**src/rtl/uart_pkg.sv**
```systemverilog
// uart_pkg: shared FSM state, error codes and frame header default for the boot loader
package uart_pkg;
  typedef enum logic [2:0] {IDLE, ADDR, COUNT, DATA, WRITE, CSUM} state_t;
  localparam logic [1:0] ERR_NONE = 2'd0;
  localparam logic [1:0] ERR_CSUM = 2'd1;
  localparam logic [1:0] ERR_ALIGN = 2'd2;
  localparam logic [1:0] ERR_TIMEOUT = 2'd3;
  localparam logic [7:0] HDR_DEFAULT = 8'h55;
endpackage

```
**src/rtl/uart_timeout.sv**
```systemverilog
// uart_timeout: inter-byte idle counter; expired fires on the LIMIT-th consecutive enabled cycle
module uart_timeout #(
  parameter int unsigned LIMIT = 5000000
) (
  input  logic clk,
  input  logic rst,
  input  logic clear,
  input  logic enable,
  output logic expired
);
  logic [31:0] cnt;
  assign expired = enable && !clear && cnt == LIMIT - 1;
  always_ff @(posedge clk)
    cnt <= (rst || clear) ? '0 : enable ? cnt + 32'd1 : cnt;
endmodule

```
**src/rtl/uart_boot_loader.sv**
```systemverilog
// uart_boot_loader: parses header/address/count/words/checksum frames from a byte FIFO
// and writes the words to program memory.
module uart_boot_loader
  import uart_pkg::*;
#(
  parameter int unsigned TIMEOUT_CYCLES = 5000000,
  parameter logic [7:0] HDR_BYTE = HDR_DEFAULT
) (
  input  logic        clk,
  input  logic        rst,
  input  logic [7:0]  rx_data,
  input  logic        rx_valid,
  output logic        rx_pop,
  output logic        mem_we,
  output logic [31:0] mem_addr,
  output logic [31:0] mem_wdata,
  input  logic        mem_ready,
  output logic        busy,
  output logic        frame_ok,
  output logic        frame_err,
  output logic [1:0]  err_code
);
  state_t      state;
  logic [1:0]  idx;
  logic [31:0] addr;
  logic [23:0] word;
  logic [8:0]  count;
  logic [7:0]  csum;
  logic        expired;
  logic [31:0] addr_nxt, word_nxt;
  assign rx_pop = rx_valid && !rst && state != WRITE;
  assign busy = !rst && state != IDLE;
  assign addr_nxt = {rx_data, addr[31:8]};
  assign word_nxt = {rx_data, word};
  uart_timeout #(.LIMIT(TIMEOUT_CYCLES)) u_timeout (
    .clk(clk),
    .rst(rst),
    .clear(rx_pop || state == IDLE || state == WRITE),
    .enable(!(rx_pop || state == IDLE || state == WRITE)),
    .expired(expired)
  );
  always_ff @(posedge clk) begin
    if (rst) begin
      state <= IDLE;
      idx <= '0;
      addr <= '0;
      word <= '0;
      count <= '0;
      csum <= '0;
      mem_we <= 1'b0;
      mem_addr <= '0;
      mem_wdata <= '0;
      err_code <= ERR_NONE;
      frame_ok <= 1'b0;
      frame_err <= 1'b0;
    end else begin
      frame_ok <= 1'b0;
      frame_err <= 1'b0;
      if (rx_pop) begin
        case (state)
          IDLE: if (rx_data == HDR_BYTE) begin
            state <= ADDR;
            csum <= '0;
            idx <= '0;
            err_code <= ERR_NONE;
          end
          ADDR: begin
            addr <= addr_nxt;
            csum <= csum + rx_data;
            idx <= idx + 2'd1;
            if (idx == 2'd3) begin
              state <= addr_nxt[1:0] != 2'd0 ? IDLE : COUNT;
              frame_err <= addr_nxt[1:0] != 2'd0;
              err_code <= addr_nxt[1:0] != 2'd0 ? ERR_ALIGN : err_code;
            end
          end
          COUNT: begin
            count <= {rx_data == 8'd0, rx_data};
            csum <= csum + rx_data;
            state <= DATA;
          end
          DATA: begin
            word <= word_nxt[31:8];
            csum <= csum + rx_data;
            idx <= idx + 2'd1;
            if (idx == 2'd3) begin
              mem_we <= 1'b1;
              mem_addr <= addr;
              mem_wdata <= word_nxt;
              state <= WRITE;
            end
          end
          CSUM: begin
            frame_ok <= rx_data == csum;
            frame_err <= rx_data != csum;
            err_code <= rx_data == csum ? err_code : ERR_CSUM;
            state <= IDLE;
          end
          default: ;
        endcase
      end else if (expired) begin
        frame_err <= 1'b1;
        err_code <= ERR_TIMEOUT;
        state <= IDLE;
      end else if (state == WRITE && mem_ready) begin
        mem_we <= 1'b0;
        addr <= addr + 32'd4;
        count <= count - 9'd1;
        state <= count == 9'd1 ? CSUM : DATA;
      end
    end
  end
endmodule

```
**config.mk**
```make
export PLATFORM = sky130hd
export DESIGN_NAME = uart_boot_loader
export DESIGN_NICKNAME = d
export VERILOG_FILES = /design/src/rtl/uart_pkg.sv /design/src/rtl/uart_timeout.sv /design/src/rtl/uart_boot_loader.sv
export SDC_FILE = /design/constraint.sdc
export NUM_CORES = 1
export LEC_CHECK = 0
export CORE_MARGIN = 2
export CORE_UTILIZATION = 57
export CTS_CLUSTER_SIZE = 25
export DETAILED_ROUTE_END_ITERATION = 8
export PLACE_DENSITY = 0.8
export SYNTH_ARGS = -nofsm -noshare
export SYNTH_HDL_FRONTEND = slang
export SYNTH_SLANG_ARGS = --single-unit
```
**constraint.sdc**
```tcl
create_clock -name clk -period 2.7 [get_ports clk]
set_clock_uncertainty 0.15 [all_clocks]
set_input_delay 0.54 -clock clk [delete_from_list [all_inputs] [get_ports clk]]
set_output_delay 0.54 -clock clk [all_outputs]
set_load 0.01 [all_outputs]
```
== After elaboration in Yosys (flattened, before gate mapping) ==
Index checks and enable logic that the tools add are counted.
Operators by class
  add/sub/neg operators: 5
  eq/ne operators: 25
  mux-type cells: 36
  bitwise operators: 2
  reductions and logical operators: 31
Operators with widths (count)
  two-way mux 32 bit: 4
  two-way mux 9 bit: 4
  adder 32 x 1 -> 32 bit (second input constant): 1
  adder 32 x 3 -> 32 bit (second input constant): 1
  == test 32 x 23 -> 1 bit (second input constant): 1
  two-way mux 3 bit: 7
  one-hot mux 8 bit (2 select lines): 1
  inequality test 3 bit (second input constant): 5
  one-hot mux 3 bit (5 select lines): 1
  AND reduction 3 bit: 5
  two-way mux 2 bit: 7
  inequality test 2 x 1 -> 1 bit (second input constant): 5
  nonzero test 2 bit: 5
  == test 9 x 1 -> 1 bit (second input constant): 1
  subtractor 9 x 1 -> 9 bit (second input constant): 1
  adder 8 bit: 1
  == test 8 x 7 -> 1 bit (second input constant): 1
  == test 8 bit: 1
  logical NOT 8 bit: 1
  two-way mux 1 bit: 8
  two-way mux 8 bit: 1
  inequality test 8 bit: 1
  == test 3 x 2 -> 1 bit (second input constant): 2
  == test 3 bit (second input constant): 2
  other kinds (22): 32
Word-level totals
  register bits: 179
  bits of input ports: 12
  output and inout bits: 71
  logic and storage cells: 112

== Longest topological paths before layout ==
Gate-level depths: netlist of run 1.
  word-level depth: 9
  depth in mapped cells: 10
  gate-level depth less buffers: 8

== By module ==
From an unflattened synthesis of run 1, not the netlist that was laid out.
Second synthesis, totals
  cell total of the unflattened synthesis: 1067
  area total of the unflattened synthesis: 8305.5 um2
By module, submodules not included
  uart_boot_loader: instances 1, cells an instance 873, area each 6680.2 um2, sequential area each 2942.8 um2
  uart_timeout: instances 1, cells an instance 194, area each 1625.3 um2, sequential area each 640.6 um2

== Worst setup path after synthesis of run 1 ==
No wires, ideal clock.
  kind: input to output
  start point: in rst
  end point: out rx_pop
  data arrival time: 1.836 ns
  required time: 2.010 ns
  setup slack: 0.174 ns
  stages: 7
  path buffers: 4
  cell sequence: buf_2 > nand2b_1 > or2_2 > clkbuf_1 > inv_1 > buf_2 > buf_1
On the way
  longest elaborated chain between the ends: 3
RTL lines
  start: declaration: line uart_boot_loader.sv:10  | input logic rst,
  logical NOT 1 bit: line uart_boot_loader.sv:31  | assign rx_pop = rx_valid && !rst && state != WRITE;
  logical AND 1 bit (2 in series): line uart_boot_loader.sv:31
  end: declaration: line uart_boot_loader.sv:13  | output logic rx_pop,
No other way between the ends.

== Worst setup path in the final report of run 1 ==
  start point: reg state[0]
  end point: out busy
On the way
  longest elaborated chain between the ends: 2
RTL lines
  start: declaration: line uart_boot_loader.sv:23  | state_t state;
  start signal: assignment: line uart_boot_loader.sv:72  | state <= addr_nxt[1:0] != 2'd0 ? IDLE : COUNT;
  start signal: assignment: line uart_boot_loader.sv:109  | state <= count == 9'd1 ? CSUM : DATA;
  nonzero test 3 bit: line uart_boot_loader.sv:32  | assign busy = !rst && state != IDLE;
  logical AND 1 bit: line uart_boot_loader.sv:32
  end: declaration: line uart_boot_loader.sv:18  | output logic busy,
No other way between the ends.

==> results of run 1 <==
metrics by stage:
| step | hold WS [ns] | worst slack [ns] | total power, mW | TNS [ns] |
|---|---|---|---|---|
| floorplan | 0.2744 | 0.1739 | 3.207 | 0 |
| global placement | 0.2907 | -0.1885 | 3.427 | -1.753 |
| detailed placement | 0.2903 | -0.1953 | 3.439 | -3.056 |
| CTS | 0.3061 | 0.1131 | 5.869 | 0 |
| global route | 0.3212 | 0.07185 | 6.057 | 0 |
| finish | 0.3017 | 0.1149 | 5.859 | 0 |
registers in the layout (all words and copies together) (netlist names):
name           cells
frame_ok           1
csum               8
word              24
frame_err          1
err_code           2
count              9
addr              32
mem_addr          32
mem_wdata         32
mem_we             1
state              3
u_timeout.cnt     32
idx                2
power groups by stage:
stage	combinational [mW]	sequential (mW)	clock (mW)
finish	0.655	2.74	2.46
global route	0.718	2.75	2.59
CTS	0.644	2.74	2.49
detailed placement	0.640	2.80	0
global placement	0.630	2.80	0
floorplan	0.428	2.78	0
worst max-delay path, delay by kind of cell (launching register included):
| kind | cells | cell delay (ns) |
|---|---|---|
| buf+inv | 1 | 0.51 |
| flops | 1 | 0.39 |
| simple gates | 3 | 0.56 |
cell type report:
class / count / area [µm²] / area share (%)
multi-input combinational: 789 / 4395 / 42.83
inverter: 25 / 93.84 / 0.9144
clock buffer: 20 / 446.7 / 4.353
clock inverter: 12 / 140.1 / 1.366
timing repair buffer: 148 / 1373 / 13.37
sequential: 179 / 3583 / 34.92
tap: 184 / 230.2 / 2.243
Yosys cell counts, types with 5 or more instances:
cell type / instances / area (µm²)
xnor2_1: 7 / 61.31
a31oi_1: 9 / 56.30
buf_2: 6 / 30.03
a22oi_1: 5 / 37.54
nand3_1: 81 / 405.4
nor3_1: 15 / 75.07
xor2_1: 15 / 131.4
inv_1: 24 / 90.09
a211oi_1: 11 / 82.58
and3_1: 14 / 87.58
o31ai_1: 6 / 45.04
clkbuf_1: 47 / 176.4
nand2_1: 223 / 837.1
a21oi_1: 69 / 345.3
or4_1: 12 / 90.09
o211ai_1: 11 / 82.58
nand2b_1: 5 / 31.28
buf_1: 14 / 52.55
a21o_1: 10 / 75.07
o21ai_0: 63 / 315.3
and2_1: 11 / 68.82
ha_1: 12 / 150.1
dfxtp_1: 179 / 3583
or3_1: 11 / 68.82
nand4_1: 24 / 150.1
nor4_1: 17 / 106.4
mux2i_1: 6 / 60.06
nor2_1: 63 / 236.5
nor3b_1: 6 / 45.04
logic make-up (layout without fill, tap and decap cells):
family          count (synthesis)  after routing  share of synthesized area, %
flops                         179            179                         42.93
xor+xnor                       22             22                         2.309
compound gates                227            227                         16.98
mux                             9              9                         1.124
fa+ha+maj                      13             13                         2.039
simple gates                  518            518                         30.12
buf+inv                        94            205                         4.497
final timing paths:
path,start,to,slack (ns)
max,state[0],busy,0.11
min,mem_addr[10],mem_addr[10],0.30
max reg2reg,addr[8],addr[28],0.32
min reg2reg,mem_addr[10],mem_addr[10],0.30
per-layer routing:
| layer | vias up | routed length, µm |
|---|---|---|
| li1 | 3981 | - |
| met1 | 3828 | 9557 |
| met2 | 278 | 10000 |
| met3 | 40 | 1239 |
| met4 | 0 | 493 |
| met5 | - | 0 |
==> results.txt, run 1 <==
Outcome -> complete, no violations
CP Max Fanout -> 10
Tot GR Track Use -> 27.20%
Fin area -> 10,260 µm²
Postcts setup bufs -> 0
DP Area -> 9677 µm²
CP Data Required Time -> 2.01 ns
Post-layout min period -> 2.585 ns
Post-detail-place hpwl -> 14,120 µm
Post-CTS Resized -> 1
Placer Congestion -> 0.8853
Hold depth -> 2
Initial core utilization -> 57.87%
Ys Warns -> 0
Slew HR -> 64.71%
CTS buffer count -> 17
Detailed Route Iter0 Violations -> 929
Worst setup SP type -> flop
Commonest non-fill, non-tap cell in the layout -> nand2_1
Post-Syn Area -> 8347 µm²
Layout cells sized above 1 -> 10.74%
Synth Instances -> 1,062
Met3 Use GR -> 4.792%
Unique cell type count in the Yosys netlist -> 69
# rows -> 44
Area Overhead vs Synth -> 22.95%
Sequential share of power -> 46.8%
Root Driver -> clkbuf_16
Period utilization -> 95.75%
Slew @ Worst Pin -> 0.5274 ns
Syn Nets -> 1,087
Synth async-reset ratio -> 0%
DP Cell Count -> 1,325
RSZ-0062 raised after global routing -> no
Worst-skew pair later-pin latency -> 0.44 ns
Power share of the clock group -> 42.1%
DRT antenna net count -> 0
Most frequent cells in the layout -> nand2_1, dfxtp_1, nand3_1
Reg clk slew, reported paths -> 0.07 ns
Filler Cell Count -> 1,138
Final Util -> 71.15%
Clock sinks -> 179
Final hold vios -> 0
Slowest stage delay, CP -> 0.51 ns
Clock Path Buffers -> 2
Internal Pwr Total -> 4.289 mW
Overflow after GRT -> 0
Global-route track usage on met2 -> 43.67%
Die width -> 125.0 µm
Max H-tree Level -> 4
CP Cell Sequence -> or2_2, nor2_1, nor2_1, clkdlybuf4s50_1
Antenna violations before repair -> 0
CTS tree -> yes
Most used DFF post-synth -> dfxtp_1
NumNets Final -> 1,185
DR pass1 iterations -> 7
Seq/Total Area, Yosys -> 42.93%
Worst path slowest cell -> clkdlybuf4s50_1
Routed vias -> 8,127
CP endpoint kind -> primary output
DR WL/cell -> 15.69 µm
Die footprint -> 15,630 µm²
Die Height -> 125.0 µm
WP data arrival -> 1.90 ns
Port Buffers -> 82
Peak Freq -> 0.3868 GHz
Cell Pwr Density -> 571.0 nW/µm²
Number of enable flip-flop cells after synthesis -> 0
Routed Wire Length -> 21,290 µm
Setup Viol. Count Final -> 0
Met1 Usage GRT -> 37.47%
Comb power frac -> 11.2%
First-pass GRT wire length -> 35,710 µm
Vias in the first global route -> 7,262
Drt via density -> 5.989
R2R cell count -> 5
GRT busiest layer -> met2
Sw frac -> 26.80%
MaxCap Viol Count -> 0
Psw -> 1.571 mW
Non-Filler Instances -> 1,357
# DRC -> 0
Worst vdd ir -> 539.2 µV
Synthesized flop and latch total -> 179
I/O pins -> 83
Core Box Area -> 14,420 µm²
CP most frequent cell -> nor2_1
Number of diodes -> 0
Syn avg cell area -> 7.859 µm²
Leak -> 3.825 nW
Largest net degree at the start of global routing -> 80
Max Slew Vio Count -> 0
# hold bufs at CTS -> 0
CP Class -> reg -> out
Worst min path class -> reg -> reg
No activity file was read; power rests on OpenSTA's default activity.
==> run 2, diff against run 1 <==
--- a/config.mk
+++ b/config.mk
@@ -5,6 +5,7 @@
 export SDC_FILE = /design/constraint.sdc
 export NUM_CORES = 1
 export LEC_CHECK = 0
+export CAP_MARGIN = 10
 export CORE_MARGIN = 2
 export CORE_UTILIZATION = 57
 export CTS_CLUSTER_SIZE = 25
==> results of run 2 <==
Final layout, timing and power as in run 1 (identical DEF).
==> run 3, diff against run 2 <==
--- a/config.mk
+++ b/config.mk
@@ -10,6 +10,7 @@
 export CORE_UTILIZATION = 57
 export CTS_CLUSTER_SIZE = 25
 export DETAILED_ROUTE_END_ITERATION = 8
+export GPL_TIMING_DRIVEN = 0
 export PLACE_DENSITY = 0.8
 export SYNTH_ARGS = -nofsm -noshare
 export SYNTH_HDL_FRONTEND = slang
==> run 3 against run 2 <==
  * Final cell count is 0.52% higher
  * Die area stayed put
  * Final area is 1.1% lower
  * Flip-flop and latch count stayed put
  * Combinational power is 2% higher
  * Global-route usage is 3.5 points higher
  * Routed wire length is 14% higher
  * Sequential power hardly changed
  * Maximum frequency is 1.9% lower
  * Sequential share of layout area is 0.42 points higher
  * Critical endpoint is now rx_pop
  * Largest cell class unchanged
==> results.txt, run 3 (same netlist as run 1, synthesis figures left out) <==
DR WL/cell -> 17.85 µm (was 15.69 µm)
Final worst slack -> 0.06474 ns (was 0.1149 ns)
GRT busiest layer -> met2 (unchanged)
Port Buffers -> 81 (was 82)
Filler Cell Count -> 1,187 (was 1,138)
RSZ-0062 raised after global routing -> no (unchanged)
Drt via density -> 6.153 (was 5.989)
Fin area -> 10,140 µm² (was 10,260 µm²)
Setup Viol. Count Final -> 0 (unchanged)
Number of diodes -> 0 (unchanged)
Die Height -> 125.0 µm (unchanged)
NumNets Final -> 1,192 (was 1,185)
Overflow after GRT -> 0 (unchanged)
CP Max Fanout -> 10 (unchanged)
Period utilization -> 97.60% (was 95.75%)
MaxCap Viol Count -> 0 (unchanged)
Clock Path Buffers -> 2 (unchanged)
# hold bufs at CTS -> 0 (unchanged)
Worst-skew pair later-pin latency -> 0.45 ns (was 0.44 ns)
Root Driver -> clkbuf_16 (unchanged)
Hold WS -> 0.3025 ns (was 0.3017 ns)
Initial core utilization -> 57.87% (unchanged)
Max H-tree Level -> 4 (unchanged)
Die width -> 125.0 µm (unchanged)
Worst path slowest cell -> dfxtp_2 (was clkdlybuf4s50_1)
First-pass GRT wire length -> 39,300 µm (was 35,710 µm)
Crit path buf inv count -> 5 (was 1)
Antenna violations before repair -> 0 (unchanged)
CTS buffer count -> 17 (unchanged)
Slew HR -> 31.73% (was 64.71%)
# rows -> 44 (unchanged)
Area Overhead vs Synth -> 21.54% (was 22.95%)
CP most frequent cell -> buf_6 (was nor2_1)
Cell Pwr Density -> 586.2 nW/µm² (was 571.0 nW/µm²)
CP top delay family -> buffers and inverters (was simple AND/OR/NAND/NOR gates)
Met1 Usage GRT -> 40.54% (was 37.47%)
Reg clk slew, reported paths -> 0.08 ns (was 0.07 ns)
Pre-CTS setup slack -> -1.244 ns (was -0.1953 ns)
Routed vias -> 8,393 (was 8,127)
Vias in the first global route -> 7,858 (was 7,262)
Final Util -> 70.33% (was 71.15%)
Most frequent cells in the layout -> nand2_1, dfxtp_1, nand3_1 (unchanged)
Max Slew Vio Count -> 0 (unchanged)
Largest net degree at the start of global routing -> 18 (was 80)
Worst setup SP type -> flop (unchanged)
Leak -> 3.699 nW (was 3.825 nW)
# DRC -> 0 (unchanged)
Slowest stage delay, CP -> 0.35 ns (was 0.51 ns)
Outcome -> complete, no violations (unchanged)
Core Box Area -> 14,420 µm² (unchanged)
Die footprint -> 15,630 µm² (unchanged)
Post-layout min period -> 2.635 ns (was 2.585 ns)
CP Class -> reg -> out (unchanged)
DRT antenna net count -> 0 (unchanged)
Met3 Use GR -> 6.804% (was 4.792%)
Slew @ Worst Pin -> 1.010 ns (was 0.5274 ns)
Placer Congestion -> 0.9607 (was 0.8853)
CTS tree -> yes (unchanged)
DR pass1 iterations -> 6 (was 7)
Worst min path class -> reg -> reg (unchanged)
Setup TNS -> 0 ns (unchanged)
Routed Wire Length -> 24,350 µm (was 21,290 µm)
Clock sinks -> 179 (unchanged)
CP endpoint kind -> primary output (unchanged)
Global-route track usage on met2 -> 49.62% (was 43.67%)
Detailed Route Iter0 Violations -> 998 (was 929)
Peak Freq -> 0.3795 GHz (was 0.3868 GHz)
Worst vdd ir -> 502.4 µV (was 539.2 µV)
CP Data Required Time -> 2.01 ns (about the same)
DP Area -> 9399 µm² (was 9677 µm²)
I/O pins -> 83 (unchanged)
Commonest non-fill, non-tap cell in the layout -> nand2_1 (unchanged)
Tot GR Track Use -> 30.74% (was 27.20%)
CP Cell Sequence -> buf_6, nor3b_4, or2_4, inv_2, buf_6, buf_6, clkdlybuf4s15_1 (was or2_2, nor2_1, nor2_1, clkdlybuf4s50_1)
Final hold vios -> 0 (unchanged)
Pwr Total -> 5.947 mW (was 5.859 mW)
WP data arrival -> 1.95 ns (was 1.90 ns)
DP Cell Count -> 1,328 (was 1,325)
Layout cells sized above 1 -> 7.881% (was 10.74%)
Post-detail-place hpwl -> 16,990 µm (was 14,120 µm)
Non-Filler Instances -> 1,364 (was 1,357)
run 3: cell type report:
type,count,area [µm²],share of cell area (%)
Buffer,68,320.3,3.157
Clock buffer,20,466.7,4.600
Clock inverter,12,142.6,1.406
Inverter,25,93.84,0.9250
Multi-Input combinational cell,789,4452,43.88
Sequential cell,179,3585,35.34
Tap cell,184,230.2,2.269
Timing Repair Buffer,87,854.6,8.424
run 3: what timing repair did:
action                     4_1_cts  5_1_grt
setup buffers                    3        2
gates resized for setup         25       21
pin swaps                        2        0
setup endpoints to repair       97       89
run 3: path summary, 6_finish.rpt:
kind | depth (start not counted) | slack (ns) | end | startpoint
hold / removal | 2 | 0.30 | mem_addr[31] | mem_addr[31]
hold reg to reg | 2 | 0.30 | mem_addr[31] | mem_addr[31]
setup reg to reg | 6 | 0.08 | addr[28] | addr[9]
setup / recovery | 7 | 0.06 | rx_pop | state[0]
run 3: routing by layer:
metal  share of wire [%]  up-vias  routed length [µm]
met5                   0        -                   0
met3                 8.2       88                1988
li1                    -     4002                   -
met2                  47      394               11340
met1                  43     3909               10350
met4                 2.7        0                 663
run 3: tightest hold or removal path, cell delays in order, from the launching register on:
cell and delay [ns]:
dfxtp_1 0.31, nand3_1 0.06, nand2_1 0.05
run 3: power by group:
group / internal, mW / total, mW / leakage, nW / switching, mW
logic: 0.236 / 0.671 / 1.96 / 0.435
registers: 2.69 / 2.74 / 1.44 / 0.0520
clock network: 1.39 / 2.54 / 0.297 / 1.15
total: 4.31 / 5.95 / 3.70 / 1.64
